$ cat src/rtl/seg7_scan_driver.sv
// 8-digit hex 7-segment scan driver: latches a 32-bit word written to DIG_ADDR and scans it out one digit per slot.
// Optional build macro SEG7_BLANK_LEADING_ZERO_EN blanks digits above the highest nonzero nibble.
module seg7_scan_driver #(
    parameter logic [31:0] DIG_ADDR   = 32'hFFFF_F000,
    parameter int          SCAN_DIV   = 20000,
    parameter int          NUM_DIGITS = 8
) (
    input  logic        clk,
    input  logic        rst,
    input  logic [31:0] addr,
    input  logic        we,
    input  logic [31:0] wdata,
    output logic [7:0]  dig_en,
    output logic [7:0]  dig_seg
);
    localparam int CNT_W = $clog2(SCAN_DIV);
    localparam int IDX_W = $clog2(NUM_DIGITS);
    localparam logic [CNT_W-1:0] CNT_LAST = CNT_W'(SCAN_DIV - 1);

    logic [31:0]      data_reg;
    logic [CNT_W-1:0] cnt_reg;
    logic [IDX_W-1:0] idx_reg;
    logic [7:0]       dig_en_reg;
    logic [7:0]       dig_seg_reg;
    logic [7:0]       dig_en_next;
    logic [7:0]       dig_seg_next;
    logic [3:0]       nibble [NUM_DIGITS];
    logic             blank;

    generate
        for (genvar gi = 0; gi < NUM_DIGITS; gi++) begin : g_nibble
            assign nibble[gi] = data_reg[4*gi +: 4];
        end
    endgenerate

    // Active-low {g,f,e,d,c,b,a}; dp is prepended by the caller.
    function automatic logic [6:0] hexdec(input logic [3:0] v);
        case (v)
            4'h0:    hexdec = 7'h40;
            4'h1:    hexdec = 7'h79;
            4'h2:    hexdec = 7'h24;
            4'h3:    hexdec = 7'h30;
            4'h4:    hexdec = 7'h19;
            4'h5:    hexdec = 7'h12;
            4'h6:    hexdec = 7'h02;
            4'h7:    hexdec = 7'h78;
            4'h8:    hexdec = 7'h00;
            4'h9:    hexdec = 7'h10;
            4'hA:    hexdec = 7'h08;
            4'hB:    hexdec = 7'h03;
            4'hC:    hexdec = 7'h46;
            4'hD:    hexdec = 7'h21;
            4'hE:    hexdec = 7'h06;
            default: hexdec = 7'h0E;
        endcase
    endfunction

`ifdef SEG7_BLANK_LEADING_ZERO_EN
    logic [NUM_DIGITS-1:0] nz;
    logic [IDX_W-1:0]      top_idx;

    generate
        for (genvar gi = 0; gi < NUM_DIGITS; gi++) begin : g_nz
            assign nz[gi] = |nibble[gi];
        end
    endgenerate

    // Highest nonzero digit; digit 0 stays lit even when the word is zero.
    always_comb begin
        top_idx = '0;
        for (int i = 0; i < NUM_DIGITS; i++) begin
            if (nz[i]) top_idx = IDX_W'(i);
        end
        blank = (idx_reg > top_idx);
    end
`else
    assign blank = 1'b0;
`endif

    always_comb begin
        dig_en_next  = ~(8'b1 << idx_reg);
        dig_seg_next = blank ? 8'hFF : {1'b1, hexdec(nibble[idx_reg])};
    end

    always_ff @(posedge clk) begin
        if (!rst) begin
            data_reg    <= '0;
            cnt_reg     <= '0;
            idx_reg     <= '0;
            dig_en_reg  <= 8'hFF;
            dig_seg_reg <= 8'hFF;
        end else begin
            if (we && (addr == DIG_ADDR)) data_reg <= wdata;
            if (cnt_reg == CNT_LAST) begin
                cnt_reg <= '0;
                idx_reg <= idx_reg + IDX_W'(1);
            end else begin
                cnt_reg <= cnt_reg + CNT_W'(1);
            end
            dig_en_reg  <= dig_en_next;
            dig_seg_reg <= dig_seg_next;
        end
    end

    assign dig_en  = dig_en_reg;
    assign dig_seg = dig_seg_reg;
endmodule

$ cat config.mk
export PLATFORM = sky130hd
export DESIGN_NAME = seg7_scan_driver
export DESIGN_NICKNAME = d
export VERILOG_FILES = /design/src/rtl/seg7_scan_driver.sv
export SDC_FILE = /design/constraint.sdc
export NUM_CORES = 1
export LEC_CHECK = 0
export CORE_UTILIZATION = 51
export DETAILED_ROUTE_END_ITERATION = 7
export PLACE_DENSITY = 0.85
export SLEW_MARGIN = 40
export SYNTH_ARGS = -nofsm -noshare
export SYNTH_HDL_FRONTEND = slang
export SYNTH_SLANG_ARGS = --single-unit
$ cat constraint.sdc
create_clock -name clk -period 3.5 [get_ports clk]
set_input_delay 0.35 -clock clk [delete_from_list [all_inputs] [get_ports clk]]
set_output_delay 0.35 -clock clk [all_outputs]
set_load 0.005 [all_outputs]
==> flow_summary.rst <==
.. list-table::
   :header-rows: 1

   * - Metric
     - Value
   * - Share of the synthesized area in compound gates (AO/OA/AOI/OAI)
     - 0.04951
   * - Number of cell rows
     - 27
   * - Final-layout setup total negative slack
     - 0 ns
   * - Startpoint type of the worst setup path
     - register
   * - Critical Path, Cell by Cell
     - mux4_1 > mux2i_2 > inv_1 > ha_1 > nand3_1 > a21boi_0 > o221ai_1
   * - Internal Dissipation
     - 1.314 mW
   * - Flip-flop count of the largest register, all copies and words added
     - 32
   * - Core region area
     - 5507 µm²
   * - Final Util
     - 0.7273
   * - Highest clock frequency the design can meet
     - 380.1 MHz
   * - Synthesized netlist net count
     - 372
   * - Worst EP required
     - 3.70 ns
   * - Initial antenna violation count
     - 0
   * - Post-layout worst setup margin
     - 0.8692 ns
   * - Most common library cell in the layout ignoring fill and taps
     - clkdlybuf4s50_1
   * - 1st-iter DRT viols
     - 105
   * - Critical Setup Path Class
     - reg -> reg
   * - DRC violation count after routing
     - 0
   * - CTS Buffer Depth
     - 2
   * - Maximum ir drop on the vdd rail
     - 0.2339 mV
   * - Buffer type at the clock tree root
     - clkbuf_8
   * - Max Transition Viols Final
     - 0
   * - Comb pwr share
     - 0.067
   * - Source of the worst register-to-register timing path
     - idx_reg[1]
   * - Net count reported at finish
     - 452
   * - Cells after DPL
     - 433
   * - Slowest cell delay on critical path
     - 0.64 ns
   * - Synth Register Bits
     - 65
   * - Aggregate global-route resource usage
     - 0.2323
   * - CP Max Fanout
     - 14
   * - Layout-stage area growth over the synthesis result
     - 36.62%
   * - TritonCTS clock tree
     - built
   * - Vias post-DR
     - 2,334
   * - Clk network pwr share
     - 0.471
   * - Post-synthesis cell count
     - 292
   * - Deepest level of the CTS H-tree
     - 3
   * - Number of enable flip-flop cells after synthesis
     - 0
   * - Synth Area per Inst
     - 10.04 µm²
   * - Count of pins on the block boundary
     - 83
   * - Critical path's slowest cell
     - mux4_1
   * - GR Overflow Total
     - 0
   * - Worst setup EP type
     - register
   * - Part of the cycle the worst path needs
     - 0.7516
   * - Path type of the worst min-delay path
     - reg -> reg
   * - Antenna cells
     - 0
   * - Share of the yosys chip area belonging to registers
     - 0.4439
   * - Unique cell type count in the Yosys netlist
     - 45
   * - Vias per cell
     - 5.210
   * - Non-filler instance count after layout
     - 448
   * - Synth Area in XOR/XNOR
     - 0.04481
   * - Global-route wire length before repair
     - 10,760 µm
   * - Standard cell area after detailed placement
     - 3764 µm²
   * - Count of hold buffers inserted by post-cts repair
     - 0
   * - Number of I/O port buffers
     - 81
   * - Die Outline Area
     - 6055 µm²
   * - Final critical-path required period
     - 2.631 ns
   * - Die height
     - 77.82 µm
   * - Outcome
     - finished, final reports clean
   * - Vias in the first global route
     - 2,341
   * - Final cell area excluding filler cells
     - 4005 µm²
   * - Fraction of final layout cells with drive strength greater than 1
     - 0.08245
   * - Syn Std Cell Area
     - 2932 µm²
   * - R2r worst-path depth
     - 7
   * - Overall power after layout
     - 1.623 mW
   * - Placement-stage worst setup slack
     - 0.9471 ns
   * - Power density over the cells
     - 405.3 nW/µm²
   * - Per-cell routed wire length
     - 14.14 µm
   * - Reg-to-reg critical path endpoint
     - dig_seg[6]
   * - Final Hold Fails
     - 0
   * - Largest net degree at the start of global routing
     - 33
   * - Arrival @ worst endpoint
     - 2.83 ns
   * - Combinational family with the most area after synthesis
     - multiplexers
   * - Hpwl dp
     - 4653 µm
   * - Starting Density
     - 0.5324
   * - Cts bufs inserted
     - 9
   * - DR pass1 iterations
     - 4
   * - Share of flip-flops with an asynchronous set or reset
     - 0
   * - Post-synthesis share of cell area spent on and, or, nand and nor gates
     - 0.1694
   * - Main synth FF type
     - dfxtp_1
   * - Clock transition at path regs
     - 0.07 ns
   * - Clock net sink count
     - 65
   * - Post-CTS Setup Inserts
     - 0
   * - CP startpoint
     - idx_reg[1]
   * - Adder and majority cell fraction of the synthesized area
     - 0.05548
   * - Most frequent cells in the layout
     - clkdlybuf4s50_1, dfxtp_1, nor2_1
   * - Leak pwr
     - 1.766 nW
   * - Warning count from the yosys run
     - 0
   * - Proportion of synthesized area in mux cells
     - 0.1904
   * - Worst setup slack for register-to-register paths
     - 0.87 ns
   * - Proportion of power drawn by flip-flops and latches
     - 0.462
   * - Worst slew margin relative to its limit
     - 0.6487
   * - Switching share of total power
     - 0.1909
   * - Max Cap Violations
     - 0
   * - Worst hold-check slack
     - 0.4708 ns
   * - Clock network latency to the later pin of the worst-skew pair
     - 0.34 ns
   * - CTS-repair resized insts
     - 0
   * - Total setup violations reported at the end of the flow
     - 0
   * - Setup repair after global routing missed its margin
     - no
   * - Routability cong.
     - 0.8379
   * - Transition at the pin with the smallest max-transition slack
     - 0.5270 ns
   * - Sum of routed wire length over all layers
     - 6336 µm
   * - Setup clock skew after layout
     - 0.006275 ns
   * - Antenna violation net count after detailed routing
     - 0
   * - Width of the die
     - 77.82 µm
   * - Crit path to
     - dig_seg[6]
   * - NetSw
     - 309.9 µW
==> worst min-delay path by stage <==
stage	startpoint	endpoint	cells after the start
after floorplan	cnt_reg[0]	cnt_reg[0]	1
after global placement	cnt_reg[0]	cnt_reg[0]	1
after detailed placement	cnt_reg[0]	cnt_reg[0]	1
after CTS	cnt_reg[0]	cnt_reg[0]	1
after global routing	data_reg[31]	data_reg[31]	2
final	cnt_reg[0]	cnt_reg[0]	1
==> worst max-delay path, delay by kind of cell, from the launching register on <==
family          cells  cell delay [ns]
mux                 2             0.99
flops               1             0.62
compound gates      2             0.35
fa+ha+maj           1             0.25
buf+inv             1             0.16
simple gates        1             0.12
==> layout make-up <==
cell class	count	area, µm²
well taps	72	90.09
clock buffers	10	137.6
clock inverters	5	103.9
multi-input cells	201	1498
fillers	402	1501
inverters	11	41.29
repair buffers	84	833.3
flip-flops and latches	65	1301
==> power groups by stage <==
stage	registers [mW]	logic, mW	clock network [mW]
2_1_floorplan	0.767	0.0208	0
3_3_place_gp	0.767	0.106	0
3_5_place_dp	0.768	0.108	0
4_1_cts	0.751	0.109	0.779
5_1_grt	0.751	0.117	0.817
6_report	0.751	0.108	0.764
==> synth_stat cells, types with 2 or more instances <==
cell,instances,share of area
buf_2,5,0.0085
nand2_1,15,0.019
ha_1,13,0.055
nor4_1,4,0.0085
xor2_1,8,0.024
mux2i_1,36,0.12
inv_1,10,0.013
and3_1,4,0.0085
o221ai_1,2,0.0060
a31oi_1,3,0.0064
buf_6,2,0.0077
mux4_2,3,0.023
nand4_1,8,0.017
nand3_1,11,0.019
nor3_1,5,0.0085
xnor2_1,7,0.021
clkbuf_1,6,0.0077
mux2_2,2,0.0077
nor2_1,54,0.069
o21ai_0,2,0.0034
mux4_1,3,0.027
a21oi_1,2,0.0034
dfxtp_1,65,0.44
==> logic make-up (layout without fill, tap and decap cells) <==
kind of cell | Yosys count | after routing
xor+xnor | 15 | 15
other cells | 1 | 1
compound gates | 18 | 18
mux | 46 | 46
fa+ha+maj | 13 | 13
simple gates | 108 | 108
buf+inv | 26 | 110
flops | 65 | 65
==> routing by layer <==
metal  GRT usage  part of all wire  up-vias  wire, µm
li1            -                 -     1173         -
met1      0.2660              0.43     1066      2717
met2      0.3850              0.49       72      3107
met3     0.06588             0.049       23       309
met4      0.1358             0.032        0       202
met5           0                 0        -         0
Note: power is estimated with default switching activity, not from simulation.
